File: src/rtl/load_controller.sv
// load_controller: control FSM for the SHAKE load stage. It accepts a header and message words,
// strobes the load datapath, inserts padding words and hands rate blocks to the permutation stage.
//
// state   | meaning
// IDLE    | waiting for a header word
// LOAD    | accepting message words into the rate buffer
// PAD     | message exhausted, inserting pure padding words
// HANDOFF | offering the completed rate block downstream
module load_controller (
  input  logic clk,
  input  logic rst,
  input  logic valid_in,
  output logic ready_in,
  input  logic input_buffer_full,
  input  logic input_size_reached,
  input  logic first_incomplete_input_word,
  input  logic last_input_block,
  output logic control_regs_enable,
  output logic load_enable,
  output logic padding_enable,
  output logic padding_reset,
  output logic input_counter_en,
  output logic input_counter_load,
  output logic block_valid,
  input  logic block_ready,
  output logic block_last,
  output logic busy
);

  typedef enum logic [1:0] {
    IDLE    = 2'd0,
    LOAD    = 2'd1,
    PAD     = 2'd2,
    HANDOFF = 2'd3
  } state_t;

  state_t state;
  state_t state_next;

  always_ff @(posedge clk) begin
    if (rst) begin
      state <= IDLE;
    end else begin
      state <= state_next;
    end
  end

  // Outputs are forced low while rst is held so the datapath sees no strobes mid-reset.
  always_comb begin
    state_next          = state;
    ready_in            = 1'b0;
    control_regs_enable = 1'b0;
    load_enable         = 1'b0;
    padding_enable      = 1'b0;
    padding_reset       = 1'b0;
    input_counter_en    = 1'b0;
    input_counter_load  = 1'b0;
    block_valid         = 1'b0;
    block_last          = 1'b0;
    busy                = 1'b0;
    if (rst) begin
      state_next = IDLE;
    end else begin
      busy = (state != IDLE);
      case (state)
        IDLE: begin
          ready_in = 1'b1;
          if (valid_in) begin
            control_regs_enable = 1'b1;
            padding_reset       = 1'b1;
            input_counter_load  = 1'b1;
            state_next          = LOAD;
          end
        end
        LOAD: begin
          // Full takes priority: the status lags the strobes by one cycle.
          if (input_buffer_full) begin
            state_next = HANDOFF;
          end else if (input_size_reached) begin
            state_next = PAD;
          end else begin
            ready_in = 1'b1;
            if (valid_in) begin
              load_enable      = 1'b1;
              input_counter_en = 1'b1;
              padding_enable   = first_incomplete_input_word;
            end
          end
        end
        PAD: begin
          if (input_buffer_full) begin
            state_next = HANDOFF;
          end else begin
            load_enable      = 1'b1;
            padding_enable   = 1'b1;
            input_counter_en = 1'b1;
          end
        end
        HANDOFF: begin
          block_valid = 1'b1;
          block_last  = last_input_block;
          if (block_ready) begin
            input_counter_load = 1'b1;
            if (last_input_block) begin
              state_next = IDLE;
            end else if (input_size_reached) begin
              state_next = PAD;
            end else begin
              state_next = LOAD;
            end
          end
        end
        default: begin
          state_next = IDLE;
        end
      endcase
    end
  end

endmodule

File: config.mk
export PLATFORM = sky130hd
export DESIGN_NAME = load_controller
export DESIGN_NICKNAME = d
export VERILOG_FILES = /design/src/rtl/load_controller.sv
export SDC_FILE = /design/constraint.sdc
export NUM_CORES = 1
export LEC_CHECK = 0
export CORE_AREA = 5 5 42 44
export CTS_CLUSTER_SIZE = 20
export DETAILED_ROUTE_END_ITERATION = 7
export DIE_AREA = 0 0 47 49
export GPL_TIMING_DRIVEN = 0
export PLACE_DENSITY = 0.63
export SLEW_MARGIN = 20
export SYNTH_ARGS = -nofsm -noshare
export SYNTH_HDL_FRONTEND = slang
export SYNTH_SLANG_ARGS = --single-unit
export TNS_END_PERCENT = 10
File: constraint.sdc
create_clock -name clk -period 5.9 [get_ports clk]
set_input_delay 1.475 -clock clk [delete_from_list [all_inputs] [get_ports clk]]
set_output_delay 1.475 -clock clk [all_outputs]
set_load 0.05 [all_outputs]
Yosys cells after proc, flatten, opt, wreduce, memory -nomap -nowiden
Cells that the tools add are included.

$add $sub $neg: 0. $mul: 0. Div/mod/pow operators: 0. Order comparisons: 0. Eq/ne operators: 7. Shift-type cells: 0. Muxes and demuxes: 33. Bitwise logic cells: 0. Reductions and logical operators: 3.

Operators with widths (number): two-way mux 1 bit (21); two-way mux 2 bit (7); case mux 1 bit (2 select lines) (4); case mux 2 bit (4 select lines) (1); inequality test 2 bit, second input constant (3); == test 2 bit, second input constant (2); AND reduction 4 bit (1); inequality test 3 bit, second input constant (1); == test 2 x 1 -> 1 bit, second input constant (1); zero test 2 bit (1); nonzero test 2 bit (1).

Bits in registers: 2. Bits in latches: 0. Memory bits (writable): 0. Bits in read-only memories: 0. Input port bits: 8. Word-level logic and storage cells: 44. Memories: 0.

Depth between registers and ports, before layout
Depth after elaboration: 5. Depth in mapped cells: 7. Mapped depth without buffers: 6.

Least setup slack after synthesis
Ideal clock, no wire load.

Path type: in2out. Start: input input_size_reached. End: output load_enable. Arrival time: 3.230 ns. Required time: 4.425 ns. Path slack: 1.195 ns. Stages: 5. Path buffers: 1. Cell sequence: nand2b_4 -> a21o_1 -> or3b_1 -> nor2_1 -> buf_4.

Word-level cells in the longest chain between the ends: 4.

Ends and longest elaborated chain: start, declared (RTL line 15) `input logic input_size_reached,`; two-way mux 1 bit (2 in series); case mux 1 bit (2 select lines); two-way mux 1 bit; end, declared (RTL line 19) `output logic load_enable,`.

No other way between the ends.

Worst setup path in the final report
Start: input input_size_reached. End: output load_enable.

Word-level cells in the longest chain between the ends: 4.

Ends and longest elaborated chain: two-way mux 1 bit (RTL line 79) `end else if (input_size_reached) begin`; two-way mux 1 bit (RTL line 77) `if (input_buffer_full) begin`; case mux 1 bit (2 select lines) (RTL line 65) `case (state)`; two-way mux 1 bit (RTL line 61) `if (rst) begin`.

No other way between the ends.

==> run metrics <==
antenna viol nets, final 0; top cells by area, synth ha_1, dfxtp_1, nor2_1, a311oi_1, inv_1; CP Launch Type input port; post-synthesis sequential area ratio roughly 14%; Syn-to-layout area delta 75.22%; FF-to-FF End state[1]$_SDFFE_PP0P_; FMAX 191.4 MHz; met2 wire length 349 um; Die Area approximately 0.0023 mm^2; via count about 330; critical path's slowest cell clkdlybuf4s50_1; post-synth top area cell ha_1; WP buf/inv 3; met3 WL about 43 um; combinational family with the most area after synthesis simple AND/OR/NAND/NOR gates; drt drc 0; Setup crit end kind output port; Setup Fix Bufs, Post-CTS 0; hold wc startpoint state[0]$_SDFFE_PP0P_; Period minus WS final 5.224 ns; CTS HTree Levels 1; final wirelength between 700 and 800 um; Hold EP state[0]$_SDFFE_PP0P_; Hold Path Class register to register; Core Util, Final between 30% and 40%; diode count 0; Remaining Overflow, GRT 0; most numerous cell in the Yosys netlist nor2_1; Clock Root Buffer clkbuf_4; worst-path cell chain clkdlybuf4s50_1 -> nand2b_4 -> a21o_1 -> or3b_1 -> nor2_1 -> buf_4 -> clkdlybuf4s50_1; layout cells sized above 1 10.00%; M1 WL approximately 360 um; slew margin rel. about two thirds; Setup WS post-layout between 0.6 and 0.7 ns; power per cell area approximately 420 mW/mm^2; synth warn 0; fraction of registers with async set/reset 0%; compound-cell area share of the yosys netlist 25.22%; biggest regs state x2; reg2reg path depth 5; RSZ-0062 raised after global routing false; dpl hpwl slightly above 600 um; synthesized instance count 40; total track usage 7.876%; total CTS buffers 3; Net Count, Synth 52; Post-Synth Adder-Cell Area approximately 18%; CTS max path bufs 2; Post-CTS Hold Fix Bufs 0; Worst EP required 4.43 ns; top layer in use met3; family with the most delay on the worst path buffers and inverters; clk_lat worst skew roughly 0.22 ns; syn avg cell area between 7 and 8 um^2; number of synthesized register bits 2; critical path class input port to output port; Final setup viols 0; vias in the first global route a little over 300; Die Ht about 50 um; clk_skew between 0.0007 and 0.0008 ns; DP Area 473.0 um^2; crit-path max FO 5; crit path DAT roughly 3.8 ns; non-filler cells, final 76; clk sinks 2; Commonest cells post-synth nor2_1, inv_1, ha_1; EDFF count, synth 0; post-synth top area share between 10% and 20%; CTS tree done; post-cts sizing count 0; Placed Cells between 70 and 80; I/O Buffers 17; Worst Tran Pin Value ~0.47 ns; final hold vios 0; LEAKAGE between 0.2 and 0.25 nW; CP dominant cell by count clkdlybuf4s50_1; maximum VDD drop roughly 0.24 mV; post-synthesis simple-gate area fraction just under 30%; Initial Util between 20% and 30%; fin nets 74; setup TNS 0 ns; XOR/XNOR share of the synthesized area 0%; # IOs 18; RD Place Congestion between 0.7 and 0.8; FF-to-FF setup slack 4.35 ns; Top reg by flops state; Mapped Area 282.8 um^2; first-pass GRT wire length between 1 and 1.5 mm; routed len/inst ~9.9 um; initial antenna violation count 0; die width 47 um; CTS clk-pin slew, worst paths ~0.03 ns; worst r2r src state[0]$_SDFFE_PP0P_; Pre-antenna DRT Iters 2; mux cell area share after synthesis 0%; vias per cell 4.276; outcome completed; number of max-cap violations 0; Final Max Slew Viols 0; final-layout fill cell count ~150; Top FF cell, synth dfxtp_1; largest net degree at the start of global routing 8; Core Rows 14; Final Instance Area ~500 um^2; Hold Crit Depth 2; period utilization between 80% and 90%; DP Worst Slack 0.6640 ns; Netlist cell types 17; Iter 0 DRT Violations 3; max incr delay on CP just under 0.8 ns; Core Box Area ~0.0014 mm^2; max reg flops 2
-- worst register-to-register path, cell delays in order (launching register included) --
cell and delay, ns:
dfxtp_1 0.39, inv_1 0.08, ha_1 0.25, a22oi_1 0.35, a31oi_1 0.14, a311oi_1 0.25
-- how the worst max path moves through the flow --
stage,from,endpoint,slack [ns],cells past startpoint
3_3_place_gp,input_size_reached,load_enable,0.67,7
4_1_cts,input_size_reached,load_enable,0.66,7
2_1_floorplan,input_size_reached,load_enable,1.20,5
5_1_grt,input_size_reached,load_enable,0.57,7
3_5_place_dp,input_size_reached,load_enable,0.66,7
6_report,input_size_reached,load_enable,0.68,7
-- metrics by stage --
stage,total power (W),hold slack (ns)
final,0.0002084,0.5771
after global routing,0.0002297,0.6145
after CTS,0.0002123,0.5814
after detailed placement,0.0001792,0.5767
after global placement,0.0001791,0.5640
after floorplan,0.0001362,0.5290
-- cells in the final DEF, fill, tap and decap left out, drive strengths merged --
cell,netlist,layout
nand2b,1,1
clkbuf,0,3
ha,4,4
nand2,1,1
inv,6,6
dfxtp,2,2
nor2b,1,1
a21o,1,1
a2111oi,1,1
clkdlybuf4s50,0,17
and2,1,1
a31oi,1,1
buf,2,2
nor3b,1,1
a311oi,3,3
a22oi,1,1
nor2,10,10
a21oi,3,3
or3b,1,1
-- power breakdown --
group | switching, W | total, W | internal (W)
clock | 0.00000754 | 0.0000300 | 0.0000224
sequential | 0.00000754 | 0.0000277 | 0.0000202
combinational | 0.0000927 | 0.000151 | 0.0000580
total | 0.000108 | 0.000208 | 0.000101
-- final cells by class --
cell class                      count  area [um^2]  area share (%)
Sequential cell                     2        40.04           8.081
Tap cell                           16        20.02           4.040
Inverter                            6        22.52           4.545
Timing Repair Buffer               17        170.2           34.34
Buffer                              2        15.01           3.030
Clock buffer                        3        22.52           4.545
Multi-Input combinational cell     30        205.2           41.41
-- routing by layer --
metal,vias up,global-route usage (%)
met1,137,9.847
met5,-,0
met3,0,1.107
met2,10,11.76
li1,178,-
met4,0,5.530
-- logic make-up after synthesis --
group	after synthesis
simple gates	16
compound gates	10
buf+inv	8
fa+ha+maj	4
flops	2
No activity file was read; power rests on OpenSTA's default activity.
